File: config.mk
export PLATFORM = sky130hd
export DESIGN_NAME = airlock_sequencer
export DESIGN_NICKNAME = d
export VERILOG_FILES = /design/src/rtl/airlock_pkg.sv /design/src/rtl/airlock_sequencer_phase_timer.sv /design/src/rtl/airlock_sequencer.sv
export SDC_FILE = /design/constraint.sdc
export NUM_CORES = 1
export LEC_CHECK = 0
export CORE_AREA = 3 3 54 56
export CTS_BUF_LIST = sky130_fd_sc_hd__clkbuf_8
export CTS_CLUSTER_DIAMETER = 50
export CTS_CLUSTER_SIZE = 20
export DETAILED_ROUTE_END_ITERATION = 8
export DIE_AREA = 0 0 57 59
export GPL_ROUTABILITY_DRIVEN = 0
export GPL_TIMING_DRIVEN = 0
export PLACE_DENSITY = 0.7
export SYNTH_ARGS = -nofsm -noshare
export SYNTH_HDL_FRONTEND = slang
export SYNTH_SLANG_ARGS = --single-unit
File: constraint.sdc
create_clock -name clk -period 2.19 [get_ports clk]
set_clock_uncertainty 0.2 [all_clocks]
set_input_delay 0.438 -clock clk [delete_from_list [all_inputs] [get_ports clk]]
set_output_delay 0.438 -clock clk [all_outputs]
set_load 0.01 [all_outputs]
File: src/rtl/airlock_pkg.sv
// Shared encodings and default timing for the airlock chamber controller.
// States are plain localparams so older tools and netlists can name them directly.
package airlock_pkg;

  typedef logic [2:0] state_t;

  localparam state_t P_IDLE     = 3'd0;
  localparam state_t E_IDLE     = 3'd1;
  localparam state_t OPEN_INNER = 3'd2;
  localparam state_t OPEN_OUTER = 3'd3;
  localparam state_t EVAC       = 3'd4;
  localparam state_t PRESS      = 3'd5;
  localparam state_t FAULT      = 3'd6;

  // Transit direction: outbound starts at the inner door, inbound at the outer door.
  localparam logic DIR_OUT = 1'b0;
  localparam logic DIR_IN  = 1'b1;

  localparam int DEF_DOOR_HOLD     = 4;
  localparam int DEF_EVAC_TIMEOUT  = 12;
  localparam int DEF_PRESS_TIMEOUT = 12;
  localparam int DEF_CNT_W         = 8;

  function automatic logic is_idle(input state_t s);
    return (s == P_IDLE) || (s == E_IDLE);
  endfunction

endpackage

File: src/rtl/airlock_sequencer_phase_timer.sv
// Loadable saturating down-counter; zero marks the end of a door phase or an ack timeout.
module phase_timer #(
  parameter int CNT_W = 8
) (
  input  logic             clk,
  input  logic             rst,
  input  logic             load,
  input  logic             en,
  input  logic [CNT_W-1:0] load_val,
  output logic             zero
);

  logic [CNT_W-1:0] cnt_q, cnt_d;

  always_comb begin
    cnt_d = cnt_q;
    if (load) begin
      cnt_d = load_val;
    end else if (en && (cnt_q != '0)) begin
      cnt_d = cnt_q - 1'b1;
    end
  end

  always_ff @(posedge clk or posedge rst) begin
    if (rst) begin
      cnt_q <= '0;
    end else begin
      cnt_q <= cnt_d;
    end
  end

  assign zero = (cnt_q == '0);

endmodule

File: src/rtl/airlock_sequencer.sv
// Airlock chamber controller: arbitrates inner/outer transit requests and sequences
// doors, evacuation and pressurization so no door ever opens against the wrong pressure.
module airlock_sequencer
  import airlock_pkg::*;
#(
  parameter int DOOR_HOLD     = DEF_DOOR_HOLD,
  parameter int EVAC_TIMEOUT  = DEF_EVAC_TIMEOUT,
  parameter int PRESS_TIMEOUT = DEF_PRESS_TIMEOUT,
  parameter int CNT_W         = DEF_CNT_W
) (
  input  logic clk,
  input  logic rst,
  input  logic req_inner,
  input  logic req_outer,
  input  logic evac_ack,
  input  logic press_ack,
  output logic grant_inner,
  output logic grant_outer,
  output logic evac_cmd,
  output logic press_cmd,
  output logic inner_open,
  output logic outer_open,
  output logic pressurized,
  output logic evacuated,
  output logic busy,
  output logic done,
  output logic fault
);

  localparam logic [CNT_W-1:0] DOOR_LOAD  = CNT_W'(DOOR_HOLD - 1);
  localparam logic [CNT_W-1:0] EVAC_LOAD  = CNT_W'(EVAC_TIMEOUT - 1);
  localparam logic [CNT_W-1:0] PRESS_LOAD = CNT_W'(PRESS_TIMEOUT - 1);

  state_t state_q, state_d;
  logic   dir_q, dir_d;
  logic   prio_inner_q, prio_inner_d;
  logic   grant_inner_q, grant_inner_d;
  logic   grant_outer_q, grant_outer_d;
  logic   evac_cmd_q, evac_cmd_d;
  logic   press_cmd_q, press_cmd_d;
  logic   inner_open_q, inner_open_d;
  logic   outer_open_q, outer_open_d;
  logic   pressurized_q, pressurized_d;
  logic   evacuated_q, evacuated_d;
  logic   busy_q, busy_d;
  logic   done_q, done_d;
  logic   fault_q, fault_d;

  logic             take_inner, take_outer;
  logic             tmr_load, tmr_en, tmr_zero;
  logic [CNT_W-1:0] tmr_val;

  // Arbitration and next-state; pointer always favours the side not served last.
  always_comb begin
    state_d       = state_q;
    dir_d         = dir_q;
    prio_inner_d  = prio_inner_q;
    grant_inner_d = 1'b0;
    grant_outer_d = 1'b0;
    take_inner    = 1'b0;
    take_outer    = 1'b0;
    case (state_q)
      P_IDLE, E_IDLE: begin
        if (req_inner && (!req_outer || prio_inner_q)) begin
          take_inner = 1'b1;
        end else if (req_outer) begin
          take_outer = 1'b1;
        end
        if (take_inner) begin
          dir_d         = DIR_OUT;
          prio_inner_d  = 1'b0;
          grant_inner_d = 1'b1;
          state_d       = (state_q == P_IDLE) ? OPEN_INNER : PRESS;
        end else if (take_outer) begin
          dir_d         = DIR_IN;
          prio_inner_d  = 1'b1;
          grant_outer_d = 1'b1;
          state_d       = (state_q == E_IDLE) ? OPEN_OUTER : EVAC;
        end
      end
      OPEN_INNER: if (tmr_zero) state_d = (dir_q == DIR_OUT) ? EVAC : P_IDLE;
      OPEN_OUTER: if (tmr_zero) state_d = (dir_q == DIR_OUT) ? E_IDLE : PRESS;
      EVAC: begin
        if (evac_ack) state_d = OPEN_OUTER;
        else if (tmr_zero) state_d = FAULT;
      end
      PRESS: begin
        if (press_ack) state_d = OPEN_INNER;
        else if (tmr_zero) state_d = FAULT;
      end
      default: state_d = FAULT;
    endcase
  end

  // Every phase entry reloads the timer; an ack on the expiring edge still wins above.
  always_comb begin
    tmr_load = (state_d != state_q);
    tmr_en   = (state_q == OPEN_INNER) || (state_q == OPEN_OUTER) ||
               (state_q == EVAC) || (state_q == PRESS);
    case (state_d)
      EVAC:    tmr_val = EVAC_LOAD;
      PRESS:   tmr_val = PRESS_LOAD;
      default: tmr_val = DOOR_LOAD;
    endcase
  end

  phase_timer #(.CNT_W(CNT_W)) u_timer (
    .clk      (clk),
    .rst      (rst),
    .load     (tmr_load),
    .en       (tmr_en),
    .load_val (tmr_val),
    .zero     (tmr_zero)
  );

  always_comb begin
    pressurized_d = pressurized_q;
    evacuated_d   = evacuated_q;
    if ((state_q == EVAC) && evac_ack) evacuated_d = 1'b1;
    if ((state_q == PRESS) && press_ack) pressurized_d = 1'b1;
    if ((state_d != state_q) && ((state_d == EVAC) || (state_d == PRESS))) begin
      pressurized_d = 1'b0;
      evacuated_d   = 1'b0;
    end
    inner_open_d = (state_d == OPEN_INNER);
    outer_open_d = (state_d == OPEN_OUTER);
    evac_cmd_d   = (state_d == EVAC);
    press_cmd_d  = (state_d == PRESS);
    busy_d       = !is_idle(state_d);
    done_d       = !is_idle(state_q) && (state_q != FAULT) && is_idle(state_d);
    fault_d      = fault_q || (state_d == FAULT);
  end

  always_ff @(posedge clk or posedge rst) begin
    if (rst) begin
      state_q       <= P_IDLE;
      dir_q         <= DIR_OUT;
      prio_inner_q  <= 1'b1;
      grant_inner_q <= 1'b0;
      grant_outer_q <= 1'b0;
      evac_cmd_q    <= 1'b0;
      press_cmd_q   <= 1'b0;
      inner_open_q  <= 1'b0;
      outer_open_q  <= 1'b0;
      pressurized_q <= 1'b1;
      evacuated_q   <= 1'b0;
      busy_q        <= 1'b0;
      done_q        <= 1'b0;
      fault_q       <= 1'b0;
    end else begin
      state_q       <= state_d;
      dir_q         <= dir_d;
      prio_inner_q  <= prio_inner_d;
      grant_inner_q <= grant_inner_d;
      grant_outer_q <= grant_outer_d;
      evac_cmd_q    <= evac_cmd_d;
      press_cmd_q   <= press_cmd_d;
      inner_open_q  <= inner_open_d;
      outer_open_q  <= outer_open_d;
      pressurized_q <= pressurized_d;
      evacuated_q   <= evacuated_d;
      busy_q        <= busy_d;
      done_q        <= done_d;
      fault_q       <= fault_d;
    end
  end

  assign grant_inner = grant_inner_q;
  assign grant_outer = grant_outer_q;
  assign evac_cmd    = evac_cmd_q;
  assign press_cmd   = press_cmd_q;
  assign inner_open  = inner_open_q;
  assign outer_open  = outer_open_q;
  assign pressurized = pressurized_q;
  assign evacuated   = evacuated_q;
  assign busy        = busy_q;
  assign done        = done_q;
  assign fault       = fault_q;

endmodule

==> results.md, run 1 <==
- Layout fillers: 200
- Post-synthesis sequential area ratio: just under 50%
- Tcrit/Tclk final: 96.9%
- CTS tree: done
- FMAX: around 470 MHz
- Worst reg2reg path startpoint: u_timer.cnt_q[0]$_DFFE_PP0P_
- Antenna violations before repair: 0
- CP endpoint kind: flip-flop
- Critical-path top delay cell: or3b_4
- Die X: 57 µm
- Synth warnings: 0
- Worst-path cell chain: inv_1 -> ha_1 -> or3b_4 -> nor2_4 -> a32oi_4 -> and2_4 -> inv_4 -> a31o_1
- Reg2reg path depth: 8
- Post-CTS Hold Fix Bufs: 0
- Max IR drop VDD: roughly 0.84 mV
- Antenna Cells: 0
- WP data arrival: between 2 and 2.5 ns
- DP Area: approximately 1400 µm²
- Post-Syn Area per Cell: about 11 µm²
- Max incr delay on CP: ~0.44 ns
- DR vias: between 800 and 900
- Synth-to-Final Area Change: 22.9%
- Hold Fails Final Rpt: 0
- Core Area: approximately 2500 µm²
- Dpl cells: around 160
- MaxCap Viol Count: 0
- DIE AREA: between 3000 and 4000 µm²
- Crit path launch type: flip-flop
- Final setup vio count: 0
- Synthesized netlist cell count: 115
- Number of vias per cell: ~5.4
- Status: finished, final reports clean
- Antenna-violating nets left: 0
- Worst setup path endpoint: fault$_DFF_PP0_
- Top cells by area, synth: dfrtp_1 (45%), dfstp_2 (4.3%), nor2_1 (4.3%)
- Vias in the first global route: around 850
- Power Density: between 1000 and 1500 nW/µm²
- First-pass GRT wire length: about 3.8 mm
- Critical path startpoint: u_timer.cnt_q[0]$_DFFE_PP0P_
- DP HPWL: approximately 1.7 mm
- Reg2reg setup slack: around 0.068 ns
- Max Slew Vio Count: 0
- Pleak: roughly 0.64 nW
- HP Class: flip-flop to flip-flop
- Die Y: slightly below 60 µm
- Primary FF master, synth: dfrtp_1
- Clock sinks: 24
- Crit Path Category: flip-flop to flip-flop
- Drt drc: 0
- Clock latency on the worst-skew pair: about 0.26 ns
- Yosys top cell by area: dfrtp_1
- Total GRT Usage: about 15%
- Post-Route WL: roughly 2.3 mm
- RSZ-0062 raised after global routing: true
- Initial Util: between 40% and 50%
- Most frequent cells in the layout: dfrtp_1 (22), clkdlybuf4s50_1 (16), nor2_1 (14)
- I/O Pins: 17
- Cell variety after synth: between 40 and 50
- First-pass DRT Iterations: 4
- Slew HR: 38.9%
- Final core utilization: 61.2%
- Buffers on Ports: 16
- Post-route cell area: ~1500 µm²
- Async SR Flop Fraction: between 90% and 100%
- Clock root cell: clkbuf_8
- Clock-pin slew on the worst setup and hold paths: 0.08 ns
- FF+latch area: approximately 600 µm²
- Grt ovf: 0
- RR Endpoint: fault$_DFF_PP0_
- Slew of the pin with the lowest slew margin: 0.915 ns
- Post-synth top area share: 44.6%
- Pwr Total: approximately 2 mW
- WL/cell: around 14 µm
- Core Rows: 18
- Netlist Area Pre-Place: 1230 µm²
- Commonest non-fill, non-tap cell in the layout: dfrtp_1
- CP required: 2.19 ns
- CTS Buffer Depth: 2
- Layout cell share with drive strength beyond 1: a little over a fifth
- Iteration-0 DRC Markers: 31
- Clock buffer count from CTS: 3
- Setup_tns: 0 ns
- Nets: 145
- Pin count of the biggest net entering global routing: 25
- Syn Nets: between 100 and 150
- Multi-input gate area: roughly 600 µm²
- Worst-path fanout max: 5
- Min Tclk post-route: ~2.1 ns
- Non-Filler Instances: 166
- Post-synth EDFFs: 0
- Synth Register Bits: 24
- # H-tree levels: 1
==> stage by stage <==
| step | hold slack, ns | setup WS [ns] |
|---|---|---|
| after CTS | 0.283 | -0.00549 |
| after detailed placement | 0.258 | -0.338 |
| after floorplan | 0.251 | 0.244 |
| after global routing | 0.303 | -0.0100 |
| after global placement | 0.255 | -0.325 |
| final | 0.282 | 0.0681 |
==> cell families after synthesis <==
group | Yosys count | share of synthesized area, %
and+or+nand+nor | 51 | 24.3
DFF | 24 | 48.9
AOI/OAI and AO/OA | 18 | 13.1
buffers and inverters | 10 | 4.26
xor gates and xnor gates | 7 | 4.97
muxes | 3 | 2.43
adders and majority gates | 2 | 2.03
==> cell type report <==
type | count | share of cell area [%]
clock buffers | 4 | 3.63
inverters | 7 | 1.90
well taps | 30 | 2.48
multi-input cells | 81 | 39.6
repair buffers | 17 | 11.1
flip-flops and latches | 24 | 39.8
plain buffers | 3 | 1.57
==> critical path: cells and delay by family, from the launching register on <==
kind / cells / cell delay [ns]
simple gates: 3 / 0.82
compound gates: 2 / 0.28
buf+inv: 2 / 0.17
fa+ha+maj: 1 / 0.20
flops: 1 / 0.38
==> worst min-delay path by stage <==
stage | start | endpoint | slack (ns) | cells after the start
after floorplan | rst | busy$_DFF_PP0_ | 0.25 | 1
after global placement | fault$_DFF_PP0_ | fault$_DFF_PP0_ | 0.26 | 1
after detailed placement | fault$_DFF_PP0_ | fault$_DFF_PP0_ | 0.26 | 1
after CTS | fault$_DFF_PP0_ | fault$_DFF_PP0_ | 0.28 | 1
after global routing | fault$_DFF_PP0_ | fault$_DFF_PP0_ | 0.30 | 1
final | fault$_DFF_PP0_ | fault$_DFF_PP0_ | 0.28 | 1
==> power by group <==
group | leakage (nW) | internal [mW] | total (mW) | switching [mW]
sequential | 0.294 | 0.611 | 0.713 | 0.101
clock | 0.0288 | 0.160 | 0.291 | 0.131
combinational | 0.320 | 0.460 | 0.992 | 0.532
==> registers in the layout, indices dropped and copies added, names as in the netlist <==
| signal | cells |
|---|---|
| evacuated | 1 |
| prio_inner_q | 1 |
| grant_inner | 1 |
| evac_cmd | 1 |
| busy | 1 |
| outer_open | 1 |
| state_q | 3 |
| grant_outer | 1 |
| u_timer.cnt_q | 8 |
| press_cmd | 1 |
| inner_open | 1 |
| dir_q | 1 |
| fault | 1 |
| done | 1 |
| pressurized | 1 |
==> Yosys cell counts (2+ instances only) <==
library cell / n
nor4_1: 2
mux2i_1: 3
a31oi_1: 2
dfstp_2: 2
o21ai_0: 4
nor2b_1: 5
xor2_1: 3
ha_1: 2
nand3_1: 3
nor2_1: 14
inv_1: 5
a21oi_1: 2
nor3_1: 4
nor3_2: 2
xnor2_1: 4
nand2_1: 7
nor3b_1: 2
dfrtp_1: 22
==> what timing repair did <==
action / in CTS / in global routing
setup endpoints to repair: 3 / 3
hold endpoints to repair: 0 / 0
pin swaps: 0 / 2
buffers inserted: 0 / 1
gates resized for setup: 1 / 4
==> per-layer routing <==
layer	global-route usage [%]	part of all wire [%]	vias up
met5	0	0	-
met4	5.96	0.82	0
met3	1.53	2.4	2
met2	25.8	52	14
met1	18.7	45	447
li1	-	-	434
No activity file was read; power rests on OpenSTA's default activity.
==> run 2, diff against run 1 <==
--- a/config.mk
+++ b/config.mk
@@ -5,6 +5,7 @@
 export SDC_FILE = /design/constraint.sdc
 export NUM_CORES = 1
 export LEC_CHECK = 0
+export CAP_MARGIN = 20
 export CORE_AREA = 3 3 54 56
 export CTS_BUF_LIST = sky130_fd_sc_hd__clkbuf_8
 export CTS_CLUSTER_DIAMETER = 50
@@ -14,6 +15,7 @@
 export GPL_ROUTABILITY_DRIVEN = 0
 export GPL_TIMING_DRIVEN = 0
 export PLACE_DENSITY = 0.7
+export RECOVER_POWER = 50
 export SYNTH_ARGS = -nofsm -noshare
 export SYNTH_HDL_FRONTEND = slang
 export SYNTH_SLANG_ARGS = --single-unit
==> run 2 against run 1 <==
Wire length barely moved. Worst setup slack did not move. Sequential share of layout area did not move. Critical path depth did not move. Global-route usage did not move. Clock power barely moved. Power fell by 0.22%. Clock-buffer cell count did not move. Critical path type unchanged.
==> results.md, run 2 (synthesized netlist as in run 1, its figures left out) <==
- Min Tclk post-route: 2.12 ns (unchanged)
- Initial Util: 49.8% (unchanged)
- WHS: 0.282 ns (unchanged)
- # H-tree levels: 1 (unchanged)
- HP Class: flip-flop to flip-flop (unchanged)
- Total GRT Usage: 14.7% (unchanged)
- Power Density: 1310 nW/µm² (was 1320 nW/µm²)
- Drt drc: 0 (unchanged)
- Synth-to-Final Area Change: 22.9% (unchanged)
- Die X: 57 µm (unchanged)
- Post-Route WL: 2.33 mm (about the same)
- Post-route cell area: 1520 µm² (unchanged)
- DP HPWL: 1.70 mm (unchanged)
- CTS Buffer Depth: 2 (unchanged)
- Max IR drop VDD: 0.835 mV (was 0.836 mV)
- Clock sinks: 24 (unchanged)
- Vias in the first global route: 852 (unchanged)
- Worst slack at placement: -0.338 ns (unchanged)
- Buffers on Ports: 16 (unchanged)
- Worst reg2reg path startpoint: u_timer.cnt_q[0]$_DFFE_PP0P_ (unchanged)
- Antenna Cells: 0 (unchanged)
- Max Slew Vio Count: 0 (unchanged)
- I/O Pins: 17 (unchanged)
- Pin count of the biggest net entering global routing: 25 (unchanged)
- Biggest register: u_timer.cnt_q (unchanged)
- Clock root cell: clkbuf_8 (unchanged)
- Largest regs: u_timer.cnt_q (8), state_q (3) (unchanged)
- Core Rows: 18 (unchanged)
- Antenna violations before repair: 0 (unchanged)
- Met3 Wirelength: 56 µm (unchanged)
- CTS tree: done (unchanged)
- Crit path launch type: flip-flop (unchanged)
- WL met2: 1.21 mm (unchanged)
- Post-CTS Hold Fix Bufs: 0 (unchanged)
- Number of vias per cell: 5.40 (unchanged)
- Crit Path Category: flip-flop to flip-flop (unchanged)
- CP required: 2.19 ns (about the same)
- RSZ-0062 raised after global routing: true (unchanged)
- FMAX: 471 MHz (unchanged)
- Grt ovf: 0 (unchanged)
- Commonest non-fill, non-tap cell in the layout: dfrtp_1 (unchanged)
- Slew of the pin with the lowest slew margin: 0.915 ns (about the same)
- Clock buffer count from CTS: 3 (unchanged)
- DIE AREA: 3360 µm² (unchanged)
- Clock-pin slew on the worst setup and hold paths: 0.08 ns (about the same)
- Die Y: 59 µm (unchanged)
- WL/cell: 14.0 µm (about the same)
- Antenna-violating nets left: 0 (unchanged)
- Worst-path fanout max: 5 (unchanged)
- DRT met1 WL: 1.04 mm (about the same)
- First-pass DRT Iterations: 4 (unchanged)
- Clock latency on the worst-skew pair: 0.26 ns (about the same)
- Pleak: 0.644 nW (was 0.643 nW)
- Layout cell share with drive strength beyond 1: 21.3% (unchanged)
- Core Area: 2480 µm² (unchanged)
- Most frequent cells in the layout: dfrtp_1 (22), nor2_1 (14), clkdlybuf4s50_1 (14) (was dfrtp_1 (22), clkdlybuf4s50_1 (16), nor2_1 (14))
- Hold Fails Final Rpt: 0 (unchanged)
- Status: finished, final reports clean (unchanged)
- WP data arrival: 2.12 ns (about the same)
- DR top layer: met4 (unchanged)
- DP Area: 1430 µm² (unchanged)
- Nets: 145 (unchanged)
- Slew HR: 38.9% (about the same)
- Largest register FFs: 8 (unchanged)
- Iteration-0 DRC Markers: 31 (unchanged)
- CP endpoint kind: flip-flop (unchanged)
- Final worst setup slack: 0.0681 ns (unchanged)
- Critical path startpoint: u_timer.cnt_q[0]$_DFFE_PP0P_ (unchanged)
- MaxCap Viol Count: 0 (unchanged)
- Tcrit/Tclk final: 96.9% (unchanged)
- HP Start: fault$_DFF_PP0_ (unchanged)
- Final setup vio count: 0 (unchanged)
- First-pass GRT wire length: 3.79 mm (unchanged)
- DR vias: 897 (unchanged)
- Pwr Total: 1.99 mW (was 2.00 mW)
## run 2: cell count changes in the layout (fill, tap and decap cells not counted)
cell	change
clkdlybuf4s50_1	-2
dlygate4sd3_1	+2
## run 2: path summary, 6_finish.rpt
check                                  endpoint  slack, ns  cells after the start
min in group asynchronous  state_q[1]$_DFF_PP0_       0.61                      2
max                             fault$_DFF_PP0_       0.07                      8
min                             fault$_DFF_PP0_       0.28                      1
max in group asynchronous        done$_DFF_PP0_       0.62                      2
max reg2reg                     fault$_DFF_PP0_       0.07                      8
min reg2reg                     fault$_DFF_PP0_       0.28                      1
## run 2: worst max-delay path, stage by stage (launching register included)
cell	delay [ns]
dfrtp_1	0.38
inv_1	0.11
ha_1	0.20
or3b_4	0.44
nor2_4	0.17
a32oi_4	0.15
and2_4	0.21
inv_4	0.06
a31o_1	0.13
## run 2: final cells by class
type	count	area [µm²]
inverter	7	28.8
timing repair buffer	17	168
clock buffer	4	55.1
buffer	3	23.8
tap	30	37.5
sequential	24	603
multi-input combinational	81	601
fill	200	961
## run 2: layer usage
metal	global-route usage, %	vias to the layer above
li1	-	434
met1	18.7	447
met2	25.8	14
met3	1.53	2
met4	5.96	0
met5	0	-
## run 2: power by group
part           total, mW  switching [mW]  internal, mW  leakage, nW
combinational      0.988           0.532         0.456        0.321
sequential         0.712           0.101         0.611        0.294
clock              0.291           0.131         0.160       0.0288
total               1.99           0.764          1.23        0.644
## run 2: stage by stage
stage               TNS [ns]  cells  util, %
global placement       -2.26    161     57.8
floorplan                  0    115        -
global route         -0.0124    166     61.2
CTS                 -0.00549    165     60.0
detailed placement     -2.55    161     57.8
finish                     0    166     61.2
## run 2: repair_timing
item                                    in CTS  in global routing
setup buffers                                0                  1
gates resized for setup                      1                  4
pin swaps                                    0                  2
endpoints found under the setup margin       3                  3
